===== config.mk =====
export PLATFORM = sky130hd
export DESIGN_NAME = code_lock_ctrl
export DESIGN_NICKNAME = d
export VERILOG_FILES = /design/src/rtl/lock_pkg.sv /design/src/rtl/lock_timer.sv /design/src/rtl/code_lock_ctrl.sv
export SDC_FILE = /design/constraint.sdc
export NUM_CORES = 1
export LEC_CHECK = 0
export BUFFER_PORTS_ARGS = -buffer_cell sky130_fd_sc_hd__buf_4
export CORE_MARGIN = 4
export CORE_UTILIZATION = 52
export CTS_CLUSTER_SIZE = 14
export DETAILED_ROUTE_END_ITERATION = 8
export PLACE_DENSITY = 0.82
export RECOVER_POWER = 100
export SLEW_MARGIN = 15
export SYNTH_ARGS = -nofsm -noshare
export SYNTH_HDL_FRONTEND = slang
export SYNTH_SLANG_ARGS = --single-unit
export TNS_END_PERCENT = 50

===== constraint.sdc =====
create_clock -name clk -period 2.26 [get_ports clk]
set_input_delay 0.452 -clock clk [delete_from_list [all_inputs] [get_ports clk]]
set_output_delay 0.452 -clock clk [all_outputs]
set_load 0.01 [all_outputs]

===== src/rtl/lock_pkg.sv =====
// Shared definitions for the keypad code lock: FSM states, default parameters
// and the digit-priority helper.
package lock_pkg;

  localparam int DIGIT_W = 4;
  localparam int ENTRY_W = 4 * DIGIT_W;
  localparam int TIMER_W = 24;

  localparam logic [ENTRY_W-1:0] DEF_CODE        = 16'h1234;
  localparam int                 DEF_MAX_FAIL    = 3;
  localparam logic [TIMER_W-1:0] DEF_LOCK_CYCLES = 24'd5_000_000;
  localparam logic [TIMER_W-1:0] DEF_OPEN_CYCLES = 24'd10_000_000;

  typedef enum logic [2:0] {
    ST_IDLE    = 3'd0,
    ST_ENTRY   = 3'd1,
    ST_OPEN    = 3'd2,
    ST_SET     = 3'd3,
    ST_LOCKOUT = 3'd4
  } lock_state_e;

  // Lowest pressed digit wins when the scanner reports several at once.
  function automatic logic [DIGIT_W-1:0] lowest_digit(input logic [9:0] keys);
    logic [DIGIT_W-1:0] d;
    d = '0;
    for (int i = 9; i >= 0; i--) begin
      if (keys[i]) d = DIGIT_W'(i);
    end
    return d;
  endfunction

endpackage


===== src/rtl/lock_timer.sv =====
// Loadable saturating down-counter used for both the open timeout and the lockout.
module lock_timer
  import lock_pkg::*;
(
  input  logic               clk,
  input  logic               rst,
  input  logic               i_load,
  input  logic [TIMER_W-1:0] i_load_val,
  input  logic               i_en,
  output logic [TIMER_W-1:0] o_count,
  output logic               o_zero
);

  logic [TIMER_W-1:0] r_count;

  always_ff @(posedge clk or posedge rst) begin
    if (rst) begin
      r_count <= '0;
    end else if (i_load) begin
      r_count <= i_load_val;
    end else if (i_en && (r_count != '0)) begin
      r_count <= r_count - TIMER_W'(1);
    end
  end

  assign o_count = r_count;
  assign o_zero  = (r_count == '0);

endmodule


===== src/rtl/code_lock_ctrl.sv =====
// Keypad code lock: four-digit entry, open/relock, code change and lockout
// after repeated wrong attempts.
module code_lock_ctrl
  import lock_pkg::*;
#(
  parameter logic [ENTRY_W-1:0] DEFAULT_CODE = DEF_CODE,
  parameter int                 MAX_FAIL     = DEF_MAX_FAIL,
  parameter logic [TIMER_W-1:0] LOCK_CYCLES  = DEF_LOCK_CYCLES,
  parameter logic [TIMER_W-1:0] OPEN_CYCLES  = DEF_OPEN_CYCLES
) (
  input  logic               clk,
  input  logic               rst,
  input  logic               key_0,
  input  logic               key_1,
  input  logic               key_2,
  input  logic               key_3,
  input  logic               key_4,
  input  logic               key_5,
  input  logic               key_6,
  input  logic               key_7,
  input  logic               key_8,
  input  logic               key_9,
  input  logic               key_clr,
  input  logic               key_ok,
  input  logic               key_start,
  output logic               unlock,
  output logic               alarm,
  output logic               err,
  output logic [ENTRY_W-1:0] entry,
  output logic [2:0]         digit_cnt,
  output logic [2:0]         fail_cnt,
  output logic [2:0]         state
);

  localparam logic [2:0] MAX_F = 3'(MAX_FAIL);

  lock_state_e        r_state, w_state_nx;
  logic [ENTRY_W-1:0] r_entry, w_entry_nx;
  logic [ENTRY_W-1:0] r_code, w_code_nx;
  logic [2:0]         r_digit_cnt, w_cnt_nx;
  logic [2:0]         r_fail_cnt, w_fail_nx, w_fail_inc;
  logic               r_err, w_err_nx;

  logic [9:0]         w_digits;
  logic [DIGIT_W-1:0] w_digit;
  logic               w_do_digit;
  logic               w_tmr_load, w_tmr_en, w_tmr_zero, w_expire;
  logic [TIMER_W-1:0] w_tmr_val, w_tmr_count;

  assign w_digits   = {key_9, key_8, key_7, key_6, key_5, key_4, key_3, key_2, key_1, key_0};
  assign w_digit    = lowest_digit(w_digits);
  assign w_do_digit = (|w_digits) && !key_clr && !key_ok && !key_start;
  assign w_fail_inc = (r_fail_cnt >= MAX_F) ? MAX_F : r_fail_cnt + 3'd1;

  // Leave on the cycle the timer reads 1 so the dwell is exactly the loaded count.
  assign w_expire = w_tmr_zero || (w_tmr_count == TIMER_W'(1));
  assign w_tmr_en = (r_state == ST_OPEN) || (r_state == ST_LOCKOUT);

  lock_timer u_timer (
    .clk        (clk),
    .rst        (rst),
    .i_load     (w_tmr_load),
    .i_load_val (w_tmr_val),
    .i_en       (w_tmr_en),
    .o_count    (w_tmr_count),
    .o_zero     (w_tmr_zero)
  );

  always_comb begin
    w_state_nx = r_state;
    w_entry_nx = r_entry;
    w_cnt_nx   = r_digit_cnt;
    w_fail_nx  = r_fail_cnt;
    w_code_nx  = r_code;
    w_err_nx   = 1'b0;
    w_tmr_load = 1'b0;
    w_tmr_val  = OPEN_CYCLES;
    case (r_state)
      ST_IDLE: begin
        if (key_start) begin
          w_state_nx = ST_ENTRY;
          w_entry_nx = '0;
          w_cnt_nx   = '0;
        end
      end
      ST_ENTRY: begin
        if (key_clr || key_start) begin
          w_entry_nx = '0;
          w_cnt_nx   = '0;
        end else if (key_ok) begin
          if ((r_digit_cnt == 3'd4) && (r_entry == r_code)) begin
            w_state_nx = ST_OPEN;
            w_fail_nx  = '0;
            w_tmr_load = 1'b1;
          end else begin
            w_err_nx   = 1'b1;
            w_fail_nx  = w_fail_inc;
            w_entry_nx = '0;
            w_cnt_nx   = '0;
            if (w_fail_inc == MAX_F) begin
              w_state_nx = ST_LOCKOUT;
              w_tmr_load = 1'b1;
              w_tmr_val  = LOCK_CYCLES;
            end
          end
        end else if (w_do_digit && (r_digit_cnt < 3'd4)) begin
          w_entry_nx = {r_entry[ENTRY_W-DIGIT_W-1:0], w_digit};
          w_cnt_nx   = r_digit_cnt + 3'd1;
        end
      end
      ST_OPEN: begin
        if (w_expire || key_clr) begin
          w_state_nx = ST_IDLE;
        end else if (key_start) begin
          w_state_nx = ST_SET;
          w_entry_nx = '0;
          w_cnt_nx   = '0;
        end
      end
      ST_SET: begin
        if (key_clr) begin
          w_state_nx = ST_OPEN;
          w_tmr_load = 1'b1;
        end else if (key_ok) begin
          if (r_digit_cnt == 3'd4) begin
            w_code_nx  = r_entry;
            w_state_nx = ST_OPEN;
            w_tmr_load = 1'b1;
          end else begin
            w_err_nx = 1'b1;
          end
        end else if (w_do_digit && (r_digit_cnt < 3'd4)) begin
          w_entry_nx = {r_entry[ENTRY_W-DIGIT_W-1:0], w_digit};
          w_cnt_nx   = r_digit_cnt + 3'd1;
        end
      end
      ST_LOCKOUT: begin
        if (w_expire) begin
          w_state_nx = ST_IDLE;
          w_fail_nx  = '0;
        end
      end
      default: begin
        w_state_nx = ST_IDLE;
      end
    endcase
  end

  always_ff @(posedge clk or posedge rst) begin
    if (rst) begin
      r_state     <= ST_IDLE;
      r_entry     <= '0;
      r_code      <= DEFAULT_CODE;
      r_digit_cnt <= '0;
      r_fail_cnt  <= '0;
      r_err       <= 1'b0;
    end else begin
      r_state     <= w_state_nx;
      r_entry     <= w_entry_nx;
      r_code      <= w_code_nx;
      r_digit_cnt <= w_cnt_nx;
      r_fail_cnt  <= w_fail_nx;
      r_err       <= w_err_nx;
    end
  end

  assign unlock    = (r_state == ST_OPEN);
  assign alarm     = (r_state == ST_LOCKOUT);
  assign err       = r_err;
  assign entry     = r_entry;
  assign digit_cnt = r_digit_cnt;
  assign fail_cnt  = r_fail_cnt;
  assign state     = r_state;

endmodule


==> results.md <==
- Worst-Margin Slew: 0.940 ns
- Inserted Diodes: 0
- Max-Cap Viols: 0
- Fin util: 67.4%
- DIE AREA: 8200 µm²
- Routed wire per std cell: 15.9 µm
- Placed cell count: 511
- DRT antenna net count: 0
- Worst hold-check path type: in -> async
- DR vias: 3,043
- Worst setup margin: -0.0298 ns
- CP Launch Type: flip-flop
- Fin crit period: 2.29 ns
- Number of synthesized flops with an enable pin: 0
- HPWL Detailed: 6020 µm
- Layout Skew: 0.00628 ns
- R2r worst-path depth: 7
- All-Layer GR Usage: 20.9%
- Crit Path Max Fanout: 5
- Clk sink count: 66
- Drt initial violations: 146
- # port buffers: 42
- Initial antenna violation count: 0
- RSZ-0062 raised after global routing: true
- Gpl congestion: 0.857
- Yosys top cell area share: 43.1%
- CP endpoint kind: flip-flop
- Syn_nets: 381
- Worst r2r src: u_timer.o_count[8]$_DFFE_PP0P_
- Max Clock Freq: 437 MHz
- Chip width: 90.5 µm
- R2R Setup Slk: -0.03 ns
- Tcrit/Tclk final: 101%
- Post-Syn Instances: 359
- Synth Register Bits: 66
- Critical Path RT: 2.49 ns
- Cells along the critical path: or4_4, nor3_4, nand3b_1, or4b_4, nand2_1, o21ai_1, a211o_1
- Synth top cells by count: dfrtp_1 (61), nor2_1 (48), xnor2_1 (25), nand2_1 (23), a21oi_1 (19)
- Setup Viol. Count Final: 1
- CP Buf/Inv Count: 0
- Die span in y: 90.5 µm
- Synth Cell Area: 3540 µm²
- Vias in the first global route: 3,013
- Ys async rst share: 100%
- Via/cell ratio: 5.75
- TritonCTS buffer count: 9
- Drt drc: 0
- Post-synth top flop: dfrtp_1
- Top cells by area, synth: dfrtp_1 (43%), xnor2_1 (6.2%), mux2_2 (5.4%)
- Status: complete, but fails checks
- Critical path class: reg -> reg
- Maximum clock insertion buffer count: 2
- CP arrival: 2.52 ns
- Final #Nets: 469
- Netlist cell types: 51
- Area delta synth->final: 23.6%
- Synthesized area per cell: 9.87 µm²
- Worst reg2reg endpoint: u_timer.o_count[23]$_DFFE_PP0P_
- Final Non-Filler Cells: 529
- Core area: 6490 µm²
- Yosys Warn Count: 0
- Clock root buffer: clkbuf_8
- Cell Pwr Density: 886 nW/µm²
- Delay-heaviest family, CP: simple AND/OR/NAND/NOR gates
- Largest net degree at the start of global routing: 37
- Slowest CP cell: or4_4
- Drt pass-1 iters: 4
- First-pass GRT wire length: 13,900 µm
- Leakage power: 2.06 nW
- Rows: 29
- TritonCTS clock tree: built
- Initial core utilization: 54.5%
- Clock latency on the worst-skew pair: 0.34 ns
- Layout cells sized above 1: 25.7%
- Overflow after GRT: 0
- Final wirelength: 8420 µm
- Final Max Tran Viols: 0
- Failing checks: negative setup slack
- Maximum vdd drop: 0.430 mV
- Fin. Hold Viols: 0
- Most common cell in the netlist: dfrtp_1
- H-tree levels: 3
- Worst path max stage delay: 0.58 ns
- Sequential fraction of the synthesis area: 46.8%
- CTS clock-pin slew for the worst setup and hold paths: 0.07 ns
- I/O pins: 43
- Slew HR: 37.3%
- Synth area leader: dfrtp_1
## layer usage
| layer | global-route usage, % | wire length [µm] | up-vias |
|---|---|---|---|
| li1 | - | - | 1462 |
| met3 | 4.50 | 350 | 13 |
| met4 | 8.55 | 151 | 0 |
| met1 | 26.3 | 3650 | 1499 |
| met5 | 0 | 0 | - |
| met2 | 35.0 | 4270 | 69 |
## cell usage in the layout (no fill, tap or decap), drive strengths merged, types with 9 or more instances in the layout
master | Yosys | final
a21oi | 20 | 20
buf | 7 | 58
clkbuf | 6 | 43
dfrtp | 61 | 61
inv | 14 | 14
mux2 | 17 | 17
mux2i | 13 | 13
nand2 | 23 | 23
nand3 | 10 | 10
nor2 | 48 | 48
nor3 | 16 | 16
nor4 | 9 | 9
o21ai | 12 | 12
xnor2 | 25 | 25
## registers in the layout (all words and copies together), names as in the netlist
| signal | flops |
|---|---|
| fail_cnt | 3 |
| digit_cnt | 3 |
| r_code | 16 |
| u_timer.o_count | 24 |
| state | 3 |
| err | 1 |
| entry | 16 |
## timing repair
action	CTS	global route
hold buffers	0	0
setup endpoints to repair	26	31
resized for setup	4	13
pin swaps	0	8
setup buffers	0	2
## where the power goes
part | switching, mW | leakage, nW | internal, mW | total (mW)
sequential | 0.191 | 0.859 | 1.39 | 1.58
combinational | 0.766 | 1.12 | 0.660 | 1.43
clock | 0.454 | 0.0851 | 0.422 | 0.876
## stage by stage
step,worst slack (ns),power (mW),setup TNS (ns),hold slack (ns),cell area [µm²]
finish,-0.0298,3.88,-0.0298,0.326,4380
global route,-0.117,4.13,-1.13,0.393,4380
CTS,-0.0363,3.87,-0.0363,0.173,4450
detailed placement,-0.0343,2.98,-0.0423,0.514,4270
global placement,-0.00644,2.93,-0.00644,0.506,4270
floorplan,0.00664,2.38,0,0.484,3540
## layout make-up
| type | instances | area [µm²] |
|---|---|---|
| clock buffers | 11 | 141 |
| clock inverters | 5 | 30.0 |
| fillers | 518 | 2120 |
| inverters | 14 | 52.6 |
| multi-input cells | 266 | 1820 |
| flip-flops and latches | 66 | 1660 |
| well taps | 77 | 96.3 |
| repair buffers | 90 | 578 |
## cells by family (layout without fill, tap and decap cells)
logic type	after synthesis	after routing	share of synthesized area (%)
buffers and inverters	27	120	3.04
XOR/XNOR	28	28	6.92
flip-flops	66	66	46.8
adder cells (fa/ha/maj)	7	7	2.47
AND/OR/NAND/NOR	139	139	20.1
multiplexers	30	30	9.08
AO/OA/AOI/OAI	62	62	11.6
## how the worst max path moves through the flow
stage,cells after the start,startpoint,endpoint
detailed placement,7,u_timer.o_count[9]$_DFFE_PP0P_,u_timer.o_count[23]$_DFFE_PP0P_
CTS,7,u_timer.o_count[9]$_DFFE_PP0P_,u_timer.o_count[23]$_DFFE_PP0P_
finish,7,u_timer.o_count[8]$_DFFE_PP0P_,u_timer.o_count[23]$_DFFE_PP0P_
global placement,9,fail_cnt[0]$_DFFE_PP0P_,u_timer.o_count[18]$_DFFE_PP0P_
global route,8,u_timer.o_count[18]$_DFFE_PP0P_,u_timer.o_count[8]$_DFFE_PP0P_
floorplan,7,u_timer.o_count[9]$_DFFE_PP0P_,u_timer.o_count[23]$_DFFE_PP0P_
Power figures use the tool's default switching activity.
